**src/rtl/sa_psum_collector.sv**
```systemverilog
// Deskews the three skewed column psums of the 3x3 systolic array into aligned
// row vectors, tags tile boundaries, and buffers them in a valid/ready FIFO.
module sa_psum_collector #(
    parameter int DW         = 8,
    parameter int FIFO_DEPTH = 4,
    parameter int TILE_ROWS  = 3
) (
    input  logic                                clk,
    input  logic                                rst,
    input  logic                                clear,
    input  logic                                col_valid,
    input  logic [DW-1:0]                       psum_in1,
    input  logic [DW-1:0]                       psum_in2,
    input  logic [DW-1:0]                       psum_in3,
    output logic                                out_valid,
    input  logic                                out_ready,
    output logic [3*DW-1:0]                     out_data,
    output logic                                out_last,
    output logic                                overflow,
    output logic [$clog2(FIFO_DEPTH+1)-1:0]     fifo_count
);

    localparam int AW = $clog2(FIFO_DEPTH);
    localparam int CW = $clog2(FIFO_DEPTH + 1);
    localparam int RW = (TILE_ROWS > 1) ? $clog2(TILE_ROWS) : 1;
    localparam logic [CW-1:0] DEPTH_C  = CW'(FIFO_DEPTH);
    localparam logic [RW-1:0] ROW_LAST = RW'(TILE_ROWS - 1);

    logic          r_v1, r_v2;
    logic [DW-1:0] r_p1a, r_p1b, r_p2;
    logic [RW-1:0] r_row;

    logic [3*DW:0] r_mem [FIFO_DEPTH];
    logic [AW-1:0] r_wptr, r_rptr;
    logic [CW-1:0] r_count;
    logic          r_out_valid;
    logic          r_overflow;

    logic          w_push, w_pop, w_full, w_wr, w_drop, w_last;
    logic [3*DW-1:0] w_vec;
    logic [3*DW:0] w_head;
    logic [CW-1:0] w_count_nxt;

    // Column 1 passes two stages and column 2 one, so all three meet at t+2
    always_ff @(posedge clk or negedge rst) begin
        if (!rst) begin
            r_v1  <= 1'b0;
            r_v2  <= 1'b0;
            r_p1a <= '0;
            r_p1b <= '0;
            r_p2  <= '0;
        end else if (clear) begin
            r_v1  <= 1'b0;
            r_v2  <= 1'b0;
            r_p1a <= '0;
            r_p1b <= '0;
            r_p2  <= '0;
        end else begin
            r_v1 <= col_valid;
            r_v2 <= r_v1;
            if (col_valid) begin
                r_p1a <= psum_in1;
            end
            if (r_v1) begin
                r_p1b <= r_p1a;
                r_p2  <= psum_in2;
            end
        end
    end

    assign w_push = r_v2;
    assign w_vec  = {psum_in3, r_p2, r_p1b};
    assign w_last = (r_row == ROW_LAST);
    assign w_pop  = r_out_valid & out_ready;
    assign w_full = (r_count == DEPTH_C);
    assign w_wr   = w_push & (~w_full | w_pop) & ~clear;
    assign w_drop = w_push & w_full & ~w_pop;

    // Counts every deskewed vector, dropped or not, to keep tile alignment
    always_ff @(posedge clk or negedge rst) begin
        if (!rst) begin
            r_row <= '0;
        end else if (clear) begin
            r_row <= '0;
        end else if (w_push) begin
            r_row <= w_last ? '0 : r_row + 1'b1;
        end
    end

    always_ff @(posedge clk) begin
        if (w_wr) begin
            r_mem[r_wptr] <= {w_last, w_vec};
        end
    end

    always_comb begin
        w_count_nxt = r_count;
        case ({w_wr, w_pop})
            2'b10:   w_count_nxt = r_count + 1'b1;
            2'b01:   w_count_nxt = r_count - 1'b1;
            default: w_count_nxt = r_count;
        endcase
    end

    always_ff @(posedge clk or negedge rst) begin
        if (!rst) begin
            r_wptr      <= '0;
            r_rptr      <= '0;
            r_count     <= '0;
            r_out_valid <= 1'b0;
            r_overflow  <= 1'b0;
        end else if (clear) begin
            r_wptr      <= '0;
            r_rptr      <= '0;
            r_count     <= '0;
            r_out_valid <= 1'b0;
            r_overflow  <= 1'b0;
        end else begin
            if (w_wr) begin
                r_wptr <= r_wptr + 1'b1;
            end
            if (w_pop) begin
                r_rptr <= r_rptr + 1'b1;
            end
            r_count     <= w_count_nxt;
            r_out_valid <= (w_count_nxt != '0);
            r_overflow  <= r_overflow | w_drop;
        end
    end

    assign w_head     = r_mem[r_rptr];
    assign out_valid  = r_out_valid;
    assign out_data   = r_out_valid ? w_head[3*DW-1:0] : '0;
    assign out_last   = r_out_valid & w_head[3*DW];
    assign overflow   = r_overflow;
    assign fifo_count = r_count;

endmodule
```
**config.mk**
```make
export PLATFORM = sky130hd
export DESIGN_NAME = sa_psum_collector
export DESIGN_NICKNAME = d
export VERILOG_FILES = /design/src/rtl/sa_psum_collector.sv
export SDC_FILE = /design/constraint.sdc
export NUM_CORES = 1
export LEC_CHECK = 0
export CELL_PAD_IN_SITES_DETAIL_PLACEMENT = 1
export CELL_PAD_IN_SITES_GLOBAL_PLACEMENT = 2
export CORE_MARGIN = 2
export CORE_UTILIZATION = 37
export DETAILED_ROUTE_END_ITERATION = 10
export MAX_ROUTING_LAYER = met4
export PLACE_DENSITY = 0.82
export SYNTH_ARGS = -nofsm -noshare
export SYNTH_HDL_FRONTEND = slang
export SYNTH_SLANG_ARGS = --single-unit
```
**constraint.sdc**
```tcl
create_clock -name clk -period 6.9 [get_ports clk]
set_clock_uncertainty 0.2 [all_clocks]
set_input_delay 0.69 -clock clk [delete_from_list [all_inputs] [get_ports clk]]
set_output_delay 0.69 -clock clk [all_outputs]
set_load 0.02 [all_outputs]
```
After elaboration in Yosys (flattened, before gate mapping)

Memories as Yosys holds them, arrays and structs flattened.
Index checks and enable logic that the tools add are counted.

Flip-flop bits (word level): 37
Bits in writable memories: 100
Word-level logic and storage cells: 60
Memories kept: 1

Memory list:

| name  | depth | bits a word | rd ports | clocked after memory_dff | wr ports | RTL line | source |
|---|---|---|---|---|---|---|---|
| r_mem | 4     | 25          | 1        | 0                        | 1        | 33       | `logic [3*DW:0] r_mem [FIFO_DEPTH];` |

$add $sub $neg: 5
Eq/ne operators: 4
Muxes and demuxes: 22
Bitwise logic cells: 11
Reduce and logical (&&, ||, !) cells: 6

Operators with widths:

| kind                | count |
|---|---|
| $mux 8              | 6 |
| $mux 24             | 1 |
| $mux 2              | 7 |
| $reduce_bool 2->1   | 5 |
| $add 2x1->2 const B | 3 |
| $and 1x1->1         | 6 |
| $mux 1              | 6 |
| $pmux 3 s2          | 1 |
| $eq 2x2->1 const B  | 2 |
| $add 3x1->3 const B | 1 |
| $eq 3x3->1 const B  | 1 |
| $mux 3              | 1 |
| $not 1->1           | 3 |
| $reduce_bool 3->1   | 1 |
| $sub 3x1->3 const B | 1 |
| $eq 2x1->1 const B  | 1 |
| $or 1x1->1          | 2 |

Logic depth before layout (Yosys ltp)

Depth in word-level cells: 9
Gate-level depth with buffers: 8
Gate-level depth less buffers: 8

Worst setup path after synthesis

Ideal clock, no wire load.

Kind: input port to flip-flop
From: input port out_ready
To: register r_out_valid, in the netlist out_valid
Arrival time: 2.444 ns
Required time: 6.613 ns
Slack: 4.169 ns
Stages on the path: 8
Cell sequence: nand2_1 > a211oi_1 > inv_1 > ha_1 > fa_1 > xnor2_1 > or4_1 > o211ai_1

Longest elaborated chain between the ends: 8

Ends and longest elaborated chain:

| what                                     | RTL line | source |
|---|---|---|
| from (decl)                              | 16       | `input logic out_ready,` |
| $and 1x1->1 *                            | 74       | `assign w_pop = r_out_valid & out_ready;` |
| $or 1x1->1                               | 76       | `assign w_wr = w_push & (~w_full \| w_pop) & ~clear;` |
| $and 1x1->1 (2 in series)                | 76       |  |
| $eq 2x1->1 or $eq 2x2->1 (tied branches) | 98       | `case ({w_wr, w_pop})` |
| $pmux 3 s2 *                             | 98       |  |
| $reduce_bool 3->1 *                      | 126      | `r_out_valid <= (w_count_nxt != '0);` |
| $mux 1 *                                 | 112      | `end else if (clear) begin` |
| to (signal assigned)                     | 126      |  |
| to (decl)                                | 36       | `logic r_out_valid;` |

Mark *: on every way between the ends. The rest lies on a longest branch, timed or not.
A chain may end at the register's enable or synchronous reset.

Worst setup path after layout

From: register r_rptr[0]
To: output port out_last

Longest elaborated chain between the ends: 2

Ends and longest elaborated chain:

| what                   | RTL line | source |
|---|---|---|
| from (decl)            | 34       | `logic [AW-1:0] r_wptr, r_rptr;` |
| from (signal assigned) | 123      | `r_rptr <= r_rptr + 1'b1;` |
| $mem_v2 4x25           | n/a      |  |
| $and 1x1->1            | 134      | `assign out_last = r_out_valid & w_head[3*DW];` |
| to (decl)              | 18       | `output logic out_last,` |

Every way passes these cells.

==> run_results.csv <==
group,metric,value,unit
global_routing,grt_start_max_net_pins,42,
timing,setup-tns-final,0,ns
synth,synth.area.mux_share,15.8,%
detailed_routing,drc,0,
worst_setup_path,r2r_cells,8,
detailed_routing,wirelength,10700,um
placed_design,place_ws,3.38,ns
worst_setup_path,r2r_start,"out_valid",
worst_setup_path,path_cells,"mux4_1, and2_1, clkdlybuf4s50_1",
timing,fmax,275,MHz
synth,yosys_warnings,0,
clock_tree,clk_latency,0.41,ns
power,power.internal,1.59,mW
cells_and_area,final_area,6820,sq um
synth,syn_area,5460,sq um
worst_setup_path,crit_type,"reg2out",
timing,min_period,3.64,ns
global_routing,first_global_vias,3131,
floorplanning,fp.dieH,126,um
power,power_frac_comb,7.9,%
worst_setup_path,crit_buf_inv,1,
synth,synth_xor_area_share,0.641,%
clock_tree,clk_pin_slew,0.06,ns
synth,synth_top_family_by_area,"multiplexers",
floorplanning,fp.dieW,126,um
floorplanning,die_area,15800,sq um
timing,maxSlewHeadroom,34.7,%
detailed_routing,wl_per_cell,18.9,um
hold_path,hp-class,"in2async",
detailed_routing,first_pass_iters,4,
timing,setup_violations,0,
power,peakVddDrop,0.155,mV
clock_tree,cts_tree,"yes",
clock_tree,cts-resized-gates,0,
synth,synth_largest_area_cell,"edfxtp_1",
synth,synth.area.top_cells,"edfxtp_1 (55%), dfrtp_1 (17%), mux4_2 (7.4%)",
global_routing,grt_usage,15.1,%
timing,fin_ws,3.26,ns
clock_tree,cts.sinks,137,
cells_and_area,drive_gt1_share,14.1,%
synth,synth_compound_area_share,0.893,%
timing,finalHoldViolCount,0,
detailed_routing,ant_nets,0,
power,clockPowerShare,45.9,%
synth,synthSimpleGateAreaFrac,7.05,%
outcome,status,"finished clean",
timing,tightest_slew,0.980,ns
global_routing,antenna_found_initial,0,
worst_setup_path,arrival,2.75,ns
worst_setup_path,worstPathMaxFanout,27,
synth,synthCells,302,
worst_setup_path,cp.required,6.01,ns
clock_tree,cts_max_path_buffers,2,
synth,synth_cell_types,31,
cells_and_area,final_nets,405,
placed_design,placed_cell_area,6210,sq um
synth,syn_area_per_cell,18.1,sq um
power,p_per_area,296,nW/um^2
cells_and_area,area_delta_synth_final,24.9,%
clock_tree,cts_max_level,4,
clock_tree,cts_buffers,17,
clock_tree,cts-root-buf,"clkbuf_16",
clock_tree,hold_buffers,0,
worst_setup_path,r2r_end,"out_valid",
cells_and_area,finish.utilization,47.1,%
worst_setup_path,max_stage_delay,0.95,ns
power,p_sw,0.427,mW
detailed_routing,via_per_inst,4.91,
detailed_routing,drt_iter0_markers,154,
worst_setup_path,cp-start-kind,"register",
placed_design,gp_congestion,0.706,
synth,yosys.area_share.adder,1.51,%
timing,period_share,52.7,%
floorplanning,start_util,37.7,%
power,p_leak,2.47,nW
run,max_cap_viol_count,0,
worst_setup_path,rrSetupSlack,3.57,ns
timing,holdWs,0.189,ns
synth,synthesis.nets,337,
synth,synth_top_area_share,55.0,%
timing,rsz0062_at_grt,"no",
worst_setup_path,cp-end-kind,"output pin",
placed_design,placed_cells,535,
worst_setup_path,cp_slowest_cell,"dfrtp_2",
power,p_seq_share,46.2,%
power,p_total,2.02,mW
global_routing,grt_overflow,0,
floorplanning,io_pins,59,
power,swShare,21.2,%
cells_and_area,final_cells,567,
clock_tree,cts_setup_buffers,0,
cells_and_area,diodes,0,
detailed_routing,vias,2782,
placed_design,portBuffers,58,
cells_and_area,nFillCells,1387,
timing,maxSlewViolCount,0,
floorplanning,rows,44,
worst_setup_path,cpLargestDelayFamily,"flip-flops",
synth,ys_seq_area_share,71.9,%
floorplanning,coreArea,14500,sq um
global_routing,grt_pass1_wl,17300,um
synth,ys_seq_elements,137,
placed_design,place_hpwl,6300,um
worst max path at each step:
| stage | from | to | slack (ns) | cells past startpoint |
|---|---|---|---|---|
| floorplan | out_ready | out_valid | 4.17 | 8 |
| global placement | clear | out_valid | 3.48 | 9 |
| detailed placement | out_ready | out_valid | 3.38 | 9 |
| CTS | r_rptr[0] | out_last | 3.17 | 3 |
| global route | r_rptr[0] | out_data[23] | 3.09 | 3 |
| finish | r_rptr[0] | out_last | 3.26 | 3 |
power by group through the flow:
stage                     Clock (mW)  Combinational (mW)  Sequential [mW]
final                          0.925               0.160            0.931
after global placement             0               0.160            0.946
after global routing           0.976               0.173            0.936
after detailed placement           0               0.162            0.949
after CTS                      0.941               0.163            0.932
after floorplan                    0               0.107            0.927
registers in the layout (all words and copies together) (netlist names), 2 cells and up:
name and cells:
r_p1a 8, r_rptr 2, r_p1b 8, r_mem 100
r_wptr 2, r_p2 8, fifo_count 3, r_row 2
cell usage in the layout (no fill, tap or decap), types with 2 or more instances in the layout:
master and instances:
a21oi_1 3, clkdlybuf4s50_1 57, edfxtp_1 100, clkbuf_16 17
clkinv_4 3, xor2_1 3, clkinv_1 3, bufinv_16 4
nor3b_1 2, inv_1 5, ha_1 5, nand2b_1 3
mux4_2 18, mux4_1 7, nor2b_1 3, mux2i_1 26
nand2_1 2, nor2_1 33, dfrtp_1 36, clkbuf_1 2
and2_1 29, buf_4 6, clkinvlp_4 2
cells by family (layout without fill, tap and decap cells):
logic type | Yosys count | after routing
flip-flops | 137 | 137
adder cells (fa/ha/maj) | 6 | 6
XOR/XNOR | 4 | 4
AO/OA/AOI/OAI | 8 | 8
buffers and inverters | 20 | 101
multiplexers | 52 | 52
AND/OR/NAND/NOR | 75 | 75
routing by layer:
metal  wire, um  track usage, %  part of all wire [%]
met1       4480            17.3                    42
met2       5620            25.5                    52
met3        456            4.07                   4.3
met4        152            5.69                   1.4
met5          0               -                     0
cells in the mapped netlist:
master / instances
o211ai_1: 1
inv_1: 5
nand2b_1: 3
buf_2: 5
nor3b_1: 2
dfrtp_1: 37
nand2_1: 2
or4_1: 1
mux2_2: 1
a31oi_1: 1
nand3b_1: 1
a21o_1: 1
xnor2_1: 1
a21oi_1: 3
buf_12: 2
a211oi_1: 1
clkbuf_1: 6
buf_1: 1
xor2_1: 3
mux4_1: 7
nor2_1: 33
mux4_2: 18
fa_1: 1
edfxtp_1: 100
and2_1: 29
buf_6: 1
nand3_1: 1
ha_1: 5
mux2i_1: 26
nor2b_1: 3
o21ai_0: 1
final cells by class:
type                            count  area, sq um  area share (%)
Clock buffer                       19          433            6.35
Clock inverter                     13          178            2.60
Inverter                            5         18.8           0.275
Multi-Input combinational cell    145         1410            20.7
Sequential cell                   137         3930            57.6
Tap cell                          184          230            3.37
Timing Repair Buffer               64          621            9.10
Note: power is estimated with default switching activity, not from simulation.
